### src/rtl/score_keeper.sv
// score_keeper: saturating score, hit streak, lives and IDLE/PLAY/WIN/LOSE
// game FSM fed by the note-hit judge's 2-bit point code.
// Optional feature macro: SCORE_COMBO_BONUS_EN (doubles positive gains once
// the streak before a tick has reached COMBO_LEN).
// The score-changed pulse is named score_event because "event" is a reserved
// word in SystemVerilog.
module score_keeper #(
    parameter int unsigned SCORE_W   = 10,
    parameter int unsigned TARGET    = 100,
    parameter int unsigned LIVES     = 3,
    parameter int unsigned LIVES_W   = 2,
    parameter int unsigned COMBO_W   = 4,
    parameter int unsigned COMBO_LEN = 4
) (
    input  logic               Clock,
    input  logic               Reset,
    input  logic               tick,
    input  logic [1:0]         point,
    input  logic               start,
    output logic [SCORE_W-1:0] score,
    output logic [COMBO_W-1:0] combo,
    output logic [LIVES_W-1:0] lives,
    output logic [1:0]         state,
    output logic               stop,
    output logic               score_event
);

    typedef enum logic [1:0] {
        IDLE = 2'b00,
        PLAY = 2'b01,
        WIN  = 2'b10,
        LOSE = 2'b11
    } state_t;

`ifdef SCORE_COMBO_BONUS_EN
    localparam logic BONUS_EN = 1'b1;
`else
    localparam logic BONUS_EN = 1'b0;
`endif

    localparam logic [SCORE_W:0]   TARGET_V  = (SCORE_W+1)'(TARGET);
    localparam logic [COMBO_W-1:0] COMBO_THR = COMBO_W'(COMBO_LEN);
    localparam logic [LIVES_W-1:0] LIVES_V   = LIVES_W'(LIVES);

    state_t             state_q;
    logic               bonus;
    logic [2:0]         gain;
    logic [SCORE_W:0]   sum;
    logic [SCORE_W-1:0] score_upd;
    logic [COMBO_W-1:0] combo_upd;
    logic [LIVES_W-1:0] lives_upd;

    assign state = state_q;

    // Counter values that one PLAY tick would produce from the current point code
    always_comb begin
        bonus     = BONUS_EN && (combo >= COMBO_THR);
        gain      = 3'd0;
        score_upd = score;
        combo_upd = combo;
        lives_upd = lives;
        case (point)
            2'b01:   gain = bonus ? 3'd2 : 3'd1;
            2'b10:   gain = bonus ? 3'd4 : 3'd2;
            default: gain = 3'd0;
        endcase
        sum = {1'b0, score} + (SCORE_W+1)'(gain);
        case (point)
            2'b01, 2'b10: begin
                score_upd = sum[SCORE_W] ? '1 : sum[SCORE_W-1:0];
                combo_upd = (combo == '1) ? combo : combo + COMBO_W'(1);
            end
            2'b11: begin
                score_upd = (score >= SCORE_W'(2)) ? score - SCORE_W'(2) : '0;
                combo_upd = '0;
                lives_upd = lives - LIVES_W'(1);
            end
            default: ;
        endcase
    end

    // Game FSM with registered counters, stop and score-changed pulse
    always_ff @(posedge Clock) begin
        if (Reset) begin
            state_q     <= IDLE;
            score       <= '0;
            combo       <= '0;
            lives       <= LIVES_V;
            stop        <= 1'b1;
            score_event <= 1'b0;
        end else begin
            score_event <= 1'b0;
            case (state_q)
                PLAY: begin
                    if (tick) begin
                        score       <= score_upd;
                        combo       <= combo_upd;
                        lives       <= lives_upd;
                        score_event <= (score_upd != score);
                        // A miss never raises the score, so LOSE and WIN are exclusive
                        if (lives_upd == '0) begin
                            state_q <= LOSE;
                            stop    <= 1'b1;
                        end else if ({1'b0, score_upd} >= TARGET_V) begin
                            state_q <= WIN;
                            stop    <= 1'b1;
                        end
                    end
                end
                default: begin
                    if (start) begin
                        state_q <= PLAY;
                        stop    <= 1'b0;
                        score   <= '0;
                        combo   <= '0;
                        lives   <= LIVES_V;
                    end
                end
            endcase
        end
    end

endmodule

### config.mk
export PLATFORM = sky130hd
export DESIGN_NAME = score_keeper
export DESIGN_NICKNAME = d
export VERILOG_FILES = /design/src/rtl/score_keeper.sv
export SDC_FILE = /design/constraint.sdc
export NUM_CORES = 1
export LEC_CHECK = 0
export CAP_MARGIN = 20
export CORE_UTILIZATION = 55
export CTS_BUF_LIST = sky130_fd_sc_hd__clkbuf_8
export CTS_CLUSTER_DIAMETER = 200
export CTS_CLUSTER_SIZE = 25
export DETAILED_ROUTE_END_ITERATION = 12
export GPL_TIMING_DRIVEN = 0
export PLACE_DENSITY = 0.8
export SETUP_SLACK_MARGIN = 0.1
export SYNTH_ARGS = -nofsm -noshare
export SYNTH_HDL_FRONTEND = slang
export SYNTH_SLANG_ARGS = --single-unit
### constraint.sdc
create_clock -name Clock -period 4.5 [get_ports Clock]
set_input_delay 1.35 -clock Clock [delete_from_list [all_inputs] [get_ports Clock]]
set_output_delay 1.35 -clock Clock [all_outputs]
set_load 0.02 [all_outputs]
Yosys cells after proc, flatten, opt, wreduce, memory -nomap -nowiden

Cells that the tools add are included.

Register bits after elaboration: 20
Bits of input ports: 6
Output and inout port bits: 20

Add/subtract/negate cells: 4
$lt $le $gt $ge: 2
Equal/unequal tests: 10
Mux-type cells: 26
Bitwise operators: 2
Reductions and logical operators: 7

Operator list:

| cell                    | number |
|---|---|
| $mux W10                | 5 |
| $pmux W10 S2            | 1 |
| $mux W2                 | 9 |
| $mux W4                 | 4 |
| $add A10 B3 Y11         | 1 |
| $ge A10 B2 Y1 const B   | 1 |
| $ge A10 B7 Y1 const B   | 1 |
| $ne A10 B10 Y1          | 1 |
| $sub A10 B2 Y10 const B | 1 |
| $pmux W4 S2             | 1 |
| $ne A3 B3 Y1 const B    | 2 |
| $mux W1                 | 5 |
| $add A4 B1 Y4 const B   | 1 |
| $eq A2 B1 Y1 const B    | 2 |
| $eq A2 B2 Y1 const B    | 2 |
| $eq A4 B4 Y1 const B    | 1 |
| $pmux W2 S2             | 1 |
| $reduce_and A4 Y1       | 1 |
| $ne A3 B1 Y1 const B    | 1 |
| $reduce_and A3 Y1       | 1 |
| $reduce_or A3 Y1        | 1 |
| $logic_not A2 Y1        | 1 |
| $ne A2 B2 Y1 const B    | 1 |
| $not A1 Y1              | 2 |
| 4 further kinds         | 4 |

Longest topological paths before layout

Gate-level depths: netlist of the first run.

Depth after elaboration: 10
Mapped depth: 12
Depth with buffers taken out: 12

Worst setup path before layout of the first run

Ideal clock, no wire load.

Path type: input-to-reg
From: input port point[1]
To: register score_event
Library setup time: 0.120 ns
Data arrival time: 3.703 ns
Required time: 4.380 ns
Slack: 0.676 ns
Stages on the path: 12
Cell sequence: inv_1 > ha_1 > ha_1 > inv_1 > fa_1 > nand3b_1 > nor3_1 > a21oi_1 > nand3_1 > o21ai_0 > or4_1 > o2bb2ai_1

Cells in the longest elaborated chain, start to end: 6

RTL lines:

| item                                         | line   | text |
|---|---|---|
| start: declaration                           | 18     | `input logic [1:0] point,` |
| $eq A2 B2 Y1 or $eq A2 B1 Y1 (tied branches) | 62, 68 |  |
| $pmux W2 S2                                  | 62     | `case (point)` |
| $add A10 B3 Y11                              | 67     | `sum = {1'b0, score} + (SCORE_W+1)'(gain);` |
| $mux W10                                     | 70     | `score_upd = sum[SCORE_W] ? '1 : sum[SCORE_W-1:0];` |
| $pmux W10 S2 *                               | 68     | `case (point)` |
| $ne A10 B10 Y1 *                             | 99     | `score_event <= (score_upd != score);` |
| end signal: assignment                       | 99     |  |
| end: declaration                             | 25     | `output logic score_event` |

Every way passes the cells marked *; elsewhere a longest branch is shown, timed or not.
A chain may end at the register's enable or synchronous reset.

Worst setup path in the final report of the first run

Ends and elaborated chain as after synthesis.

==> impl_metrics.json, run 1 <==
{
  "outcome": "completed",
  "seq_area_frac_synth_pct": 21.26,
  "cts_made_buffers": 3,
  "p_leak_nw": 0.8531,
  "final.period_utilization_pct": 96.10,
  "grt_use_met2_pct": 49.29,
  "yosysUniqueCellTypes": 60,
  "num-nets-final": 307,
  "total_grt_usage_pct": 34.35,
  "setup_violations": 0,
  "synthMostInstantiatedCell": "sky130_fd_sc_hd__a21oi_1",
  "die_area_um2": 3661,
  "globalRouteOverflowTotal": 0,
  "most_numerous_cell_types_in_the_synthesized_netlist": "21 x sky130_fd_sc_hd__a21oi_1, 20 x sky130_fd_sc_hd__dfxtp_1, 20 x sky130_fd_sc_hd__nand2_1, 18 x sky130_fd_sc_hd__o21ai_0, 16 x sky130_fd_sc_hd__nor2_1",
  "period_needed_ns": 4.325,
  "clkSlewWorstSetupHoldPaths_ns": 0.09,
  "cp-start-kind": "input port",
  "detail_route.wirelength_um": 6033,
  "path_class": "in -> reg",
  "timing.critical_path.slowest_stage_cell": "sky130_fd_sc_hd__or4_1",
  "ys_warn_count": 0,
  "yosysTopAreaCell": "sky130_fd_sc_hd__dfxtp_1",
  "grt_setup_unrepaired": "true",
  "syn-instance-count": 257,
  "holdWs_ns": 0.4684,
  "tritoncts_clock_tree": "done",
  "power-per-cell-area_nw_per_um2": 191.4,
  "initial_core_util_pct": 59.72,
  "cpPeakStageDelay_ns": 0.52,
  "syn_to_final_growth_pct": 25.52,
  "synth_enable_flop_cells": 0,
  "worstMarginPinSlew_ns": 0.6002,
  "placement.setup.worst_slack_ns": -0.2947,
  "timing.critical_path.to_type": "flop",
  "grt.met3_usage_pct": 7.676,
  "critical_path_data_arrival_time_ns": 4.49,
  "htreeDepth": 1,
  "biggest_area_contributors_in_the_synthesized_netlist": "sky130_fd_sc_hd__dfxtp_1 21%, sky130_fd_sc_hd__a21oi_1 5.6%, sky130_fd_sc_hd__ha_1 5.3%, sky130_fd_sc_hd__o21ai_0 4.8%, sky130_fd_sc_hd__nand2_1 4.0%",
  "drt_pre_antenna_iters": 5,
  "flip_flop_and_latch_count_after_synthesis": 20,
  "fin_util_pct": 74.96,
  "timing.critical_path.to": "score_event",
  "syn-cell-area_um2": 1883,
  "timing.rr.start": "score[1]",
  "synth_top_area_share_pct": 21.26,
  "slew-limit-headroom_pct": 59.85,
  "placeableCoreArea_um2": 3153,
  "fp.dieW_um": 60.51,
  "vias_in_the_first_global_route": 1988,
  "maximum_operating_frequency_ghz": 0.2312,
  "worstPathRequired_ns": 4.67,
  "cts_num_sinks": 20,
  "antenna_violating_nets_post_route": 0,
  "die_h_um": 60.51,
  "detailed_place_hpwl_um": 4248,
  "maxSlewViolCount": 0,
  "max-vdd-ir-drop_v": 0.0001242,
  "rr_worst_depth": 9,
  "cp_cell_instances": "clkdlybuf4s50_1 -> inv_1 -> ha_1 -> ha_1 -> inv_1 -> fa_2 -> nand3b_1 -> buf_6 -> buf_4 -> nor2_1 -> a31oi_1 -> o221ai_1 -> or4_1 -> nor4_2 -> o2bb2ai_1",
  "critical_path.startpoint": "point[1]",
  "hold_start": "stop",
  "synth-main-ff-cell": "sky130_fd_sc_hd__dfxtp_1",
  "gr-usage-met1_pct": 47.23,
  "clk_lat_worst_skew_ns": 0.27,
  "final_hold_violation_count": 0,
  "share_of_post_route_cells_with_drive_strength_above_1_pct": 9.966,
  "worst_r2r_endpoint": "stop",
  "placementRows": 20,
  "holdCritPathClass": "reg -> reg",
  "avgRoutedWirePerCell_um": 18.01,
  "critical_path.max_fanout": 5,
  "synth_fp_nets": 272,
  "ioPinCount": 26,
  "skew_ns": 0.01315,
  "vias": 2263,
  "synthArstFlopShare_pct": 0,
  "rrSetupSlack_ns": 1.38,
  "final_non_filler_cell_area_um2": 2364,
  "drc": 0,
  "fin_total_pwr_mw": 0.4524,
  "largest_net_degree_at_the_start_of_global_routing": 13,
  "grt_first_pass_wirelength_um": 9315,
  "via_per_inst": 6.755,
  "clock_path_buffers": 2,
  "gp_congestion": 0.9757,
  "drv.max_cap_violation_count": 0,
  "worst_slack_ns": 0.1753,
  "grt_most_used_layer": "met2",
  "portBuffers": 25,
  "post_synthesis_mean_instance_area_um2": 7.327,
  "grt_antenna_before_repair": 0,
  "root_buffer": "sky130_fd_sc_hd__clkbuf_8",
  "n_antenna_cell": 0,
  "drt_iter0_markers": 245,
  "dpl_cell_area_um2": 2193
}
-- cell families after synthesis --
family | Yosys count | share of synthesized area, %
xor gates and xnor gates | 2 | 0.9304
buffers and inverters | 31 | 6.977
AOI/OAI and AO/OA | 92 | 34.35
and+or+nand+nor | 101 | 29.04
adders and majority gates | 9 | 6.379
DFF | 20 | 21.26
muxes | 2 | 1.063
-- per-layer routing --
metal  vias to the layer above  wire length, µm
li1                       1053                -
met1                       993             2481
met2                       177             2507
met3                        40              761
met4                         0              282
met5                         -                0
-- layout by cell type (no fill, tap or decap), drive strengths merged, types with 5 or more instances in the layout --
master / synthesis / routed
ha: 8 / 8
a21oi: 21 / 21
nor4: 8 / 8
nand3: 10 / 10
clkdlybuf4s50: 0 / 25
nand2b: 6 / 6
clkbuf: 15 / 18
or3: 8 / 8
inv: 10 / 10
dfxtp: 20 / 20
a22o: 5 / 5
o21ai: 18 / 18
nor3: 8 / 8
nand2: 20 / 20
nor2: 16 / 16
buf: 4 / 9
-- critical path, delay by kind of cell --
| kind | cells | cell delay (ns) |
|---|---|---|
| buf+inv | 5 | 0.95 |
| simple gates | 4 | 1.07 |
| fa+ha+maj | 3 | 0.68 |
| compound gates | 3 | 0.45 |
-- state kept, by name, summed over array words and instances, names as in the netlist --
name	flops
state	2
combo	4
score	10
score_event	1
lives	2
stop	1
-- report_power, final --
group	internal [mW]	leakage [nW]	switching (mW)	total, mW
sequential	0.180	0.162	0.00251	0.182
combinational	0.0287	0.655	0.0515	0.0802
clock	0.119	0.0357	0.0712	0.190
total	0.327	0.853	0.125	0.452
-- worst min path at each step --
stage / slack [ns] / to / cells past startpoint
after floorplan: 0.55 / combo[3] / 2
after detailed placement: 0.45 / stop / 1
after global routing: 0.48 / stop / 1
after global placement: 0.45 / stop / 1
final: 0.47 / stop / 1
after CTS: 0.47 / stop / 1
-- cell type report --
cell class	count	area, µm²
buffer	19	86.33
clock inverter	1	30.03
clock buffer	3	41.29
timing repair buffer	30	301.5
fill	267	789.5
multi-input combinational	206	1404
inverter	12	45.04
sequential	20	400.4
tap	44	55.05
-- timing repair --
action	CTS	global route
pin swaps	0	4
hold buffers	0	0
setup buffers	2	2
setup endpoints to repair	4	4
endpoints found under the hold margin	0	0
gates resized for setup	2	9
-- per-stage QoR --
stage,std cells,setup TNS (ns)
after CTS,333,0
final,335,0
after detailed placement,327,-0.8916
after global placement,326,-0.9870
after global routing,335,0
after floorplan,257,0
Note: power is estimated with default switching activity, not from simulation.
==> inputs of run 2 (changes only) <==
--- a/config.mk
+++ b/config.mk
@@ -14,6 +14,7 @@
 export GPL_TIMING_DRIVEN = 0
 export PLACE_DENSITY = 0.8
 export SETUP_SLACK_MARGIN = 0.1
+export SLEW_MARGIN = 25
 export SYNTH_ARGS = -nofsm -noshare
 export SYNTH_HDL_FRONTEND = slang
 export SYNTH_SLANG_ARGS = --single-unit
==> run 2 against run 1 <==
  * Cell count is 0.60% lower
  * Clock skew is 0.0020 ns lower
  * Register-to-register slack got worse by 0.26 ns
  * Clock power about the same
  * Worst hold slack is essentially flat
  * Wire length up 1.4%
  * Non-clock buffer count shrank 2
  * Critical endpoint unchanged
  * Largest cell class unchanged
  * Largest power group unchanged
  * Highest routed layer unchanged
==> impl_metrics.json, run 2 (synthesis results as in run 1) <==
{
  "grt.met3_usage_pct": 11.30,
  "holdCritPathClass": "reg -> reg",
  "share_of_post_route_cells_with_drive_strength_above_1_pct": 9.689,
  "setup_violations": 0,
  "cts_num_sinks": 20,
  "cpPeakStageDelay_ns": 0.56,
  "multiInputGateArea_um2": 1411,
  "worst_r2r_endpoint": "stop",
  "detailed_place_hpwl_um": 4287,
  "p_leak_nw": 0.8402,
  "timing.critical_path.to_type": "flop",
  "worstPathRequired_ns": 4.67,
  "rrSetupSlack_ns": 1.12,
  "total_grt_usage_pct": 33.63,
  "number_of_flip_flops_in_the_largest_register": 10,
  "grt_first_pass_wirelength_um": 9156,
  "vias_in_the_first_global_route": 1903,
  "fp.dieW_um": 60.51,
  "root_buffer": "sky130_fd_sc_hd__clkbuf_8",
  "final-seq-area_um2": 400.4,
  "tritoncts_clock_tree": "done",
  "path_class": "in -> reg",
  "cts_made_buffers": 3,
  "timing.rr.start": "score[2]",
  "largest_net_degree_at_the_start_of_global_routing": 13,
  "skew_ns": 0.01115,
  "gr-usage-met1_pct": 45.92,
  "clkSlewWorstSetupHoldPaths_ns": 0.09,
  "n_antenna_cell": 0,
  "max-vdd-ir-drop_v": 0.0001430,
  "worst_hold_path.num_cells": 1,
  "htreeDepth": 1,
  "placementRows": 20,
  "cp-start-kind": "input port",
  "vias": 2279,
  "via_per_inst": 6.844,
  "globalRouteOverflowTotal": 0,
  "drc": 0,
  "antenna_violating_nets_post_route": 0,
  "power-per-cell-area_nw_per_um2": 191.9,
  "avgRoutedWirePerCell_um": 18.37,
  "critical_path.max_fanout": 6,
  "maximum_operating_frequency_ghz": 0.2311,
  "timing.critical_path.slowest_stage_cell": "sky130_fd_sc_hd__or4_4",
  "portBuffers": 25,
  "grt_use_met2_pct": 47.41,
  "ioPinCount": 26,
  "num-fill-cells": 279,
  "gp_congestion": 0.9757,
  "postCtsHoldBufs": 0,
  "grt_most_used_layer": "met2",
  "fin_total_pwr_mw": 0.4507,
  "grt_antenna_before_repair": 0,
  "min_to": "stop",
  "drv.max_cap_violation_count": 0,
  "maxSlewViolCount": 0,
  "critical-path-top-cell-by-count": "sky130_fd_sc_hd__ha_1",
  "hold_start": "stop",
  "initial_core_util_pct": 59.72,
  "period_needed_ns": 4.327,
  "final_cell_mix": "24 x sky130_fd_sc_hd__clkdlybuf4s50_1, 20 x sky130_fd_sc_hd__nand2_1, 20 x sky130_fd_sc_hd__a21oi_1, 20 x sky130_fd_sc_hd__dfxtp_1, 18 x sky130_fd_sc_hd__o21ai_0",
  "slew-limit-headroom_pct": 46.88,
  "timing.setup.tns_ns": 0,
  "die_area_um2": 3661,
  "drt_pre_antenna_iters": 6,
  "drt_iter0_markers": 294,
  "largest_register_by_flop_count": "score",
  "cp_cell_instances": "clkdlybuf4s50_1 -> ha_1 -> ha_1 -> inv_1 -> fa_2 -> nand3b_1 -> nor3_2 -> a211oi_1 -> or4_4 -> nor4_4 -> o2bb2ai_1",
  "clk_lat_worst_skew_ns": 0.27,
  "most_common_cell_after_layout_fill_and_taps_aside": "sky130_fd_sc_hd__clkdlybuf4s50_1",
  "syn_to_final_growth_pct": 24.72,
  "clock_path_buffers": 2,
  "detail_route.wirelength_um": 6118,
  "rr_worst_depth": 10,
  "critical_path_data_arrival_time_ns": 4.49,
  "final_hold_violation_count": 0,
  "placeableCoreArea_um2": 3153,
  "die_h_um": 60.51,
  "outcome": "completed",
  "num-nets-final": 305,
  "worstMarginPinSlew_ns": 0.7947,
  "biggestRegsByFlops": "score x10, combo x4",
  "grt_setup_unrepaired": "false",
  "final.period_utilization_pct": 96.16
}
[run 2: cell type report]
cell class | count | share of cell area [%]
Tap cell | 44 | 2.344
Sequential cell | 20 | 17.05
Multi-Input combinational cell | 206 | 60.10
Clock inverter | 1 | 1.279
Buffer | 19 | 3.676
Clock buffer | 3 | 1.758
Timing Repair Buffer | 28 | 11.88
Inverter | 12 | 1.918
[run 2: power by group]
group | internal (mW) | switching (mW)
logic | 0.0284 | 0.0518
registers | 0.180 | 0.00252
clock network | 0.119 | 0.0695
total | 0.327 | 0.124
[run 2: what timing repair did]
action,in CTS,in global routing
buffers inserted,1,2
pin swaps,0,5
endpoints found under the setup margin,4,4
gates resized for setup,0,12
gates cloned,0,0
[run 2: worst max-delay path, delay by kind of cell]
kind                     cells  cell delay, ns
buffers and inverters        2            0.58
AND/OR/NAND/NOR              4            1.59
adder cells (fa/ha/maj)      3            0.77
AO/OA/AOI/OAI                2            0.19
[run 2: metal layers]
layer,up-vias,share of wire (%)
met4,0,4.2
li1,1043,-
met3,39,14
met1,1001,40
met2,196,42
met5,-,0
[run 2: worst max path at each step]
stage | from | to | depth (start not counted) | slack, ns
after floorplan | point[1] | score_event | 12 | 0.68
after global placement | point[1] | score_event | 12 | -0.35
after detailed placement | point[1] | score_event | 12 | -0.34
after CTS | point[1] | stop | 13 | 0.10
after global routing | point[0] | stop | 12 | 0.09
final | point[0] | score_event | 11 | 0.17
[run 2: per-stage QoR]
step | instance area (µm²) | util [%] | setup WS (ns) | hold WS, ns | instances
after floorplan | 1883 | - | 0.6761 | 0.5470 | 257
after global placement | 2188 | 69.40 | -0.3472 | 0.4489 | 326
after detailed placement | 2195 | 69.60 | -0.3351 | 0.4539 | 326
after CTS | 2273 | 72.10 | 0.1036 | 0.4730 | 331
after global routing | 2349 | 74.48 | 0.08659 | 0.4820 | 333
final | 2349 | 74.48 | 0.1728 | 0.4682 | 333
==> inputs of run 3 (changes only) <==
--- a/config.mk
+++ b/config.mk
@@ -14,7 +14,7 @@
 export GPL_TIMING_DRIVEN = 0
 export PLACE_DENSITY = 0.8
 export SETUP_SLACK_MARGIN = 0.1
-export SLEW_MARGIN = 25
+export SLEW_MARGIN = 20
 export SYNTH_ARGS = -nofsm -noshare
 export SYNTH_HDL_FRONTEND = slang
 export SYNTH_SLANG_ARGS = --single-unit
==> results of run 3 <==
No change in the layout: final DEF, timing and power equal those of run 2.
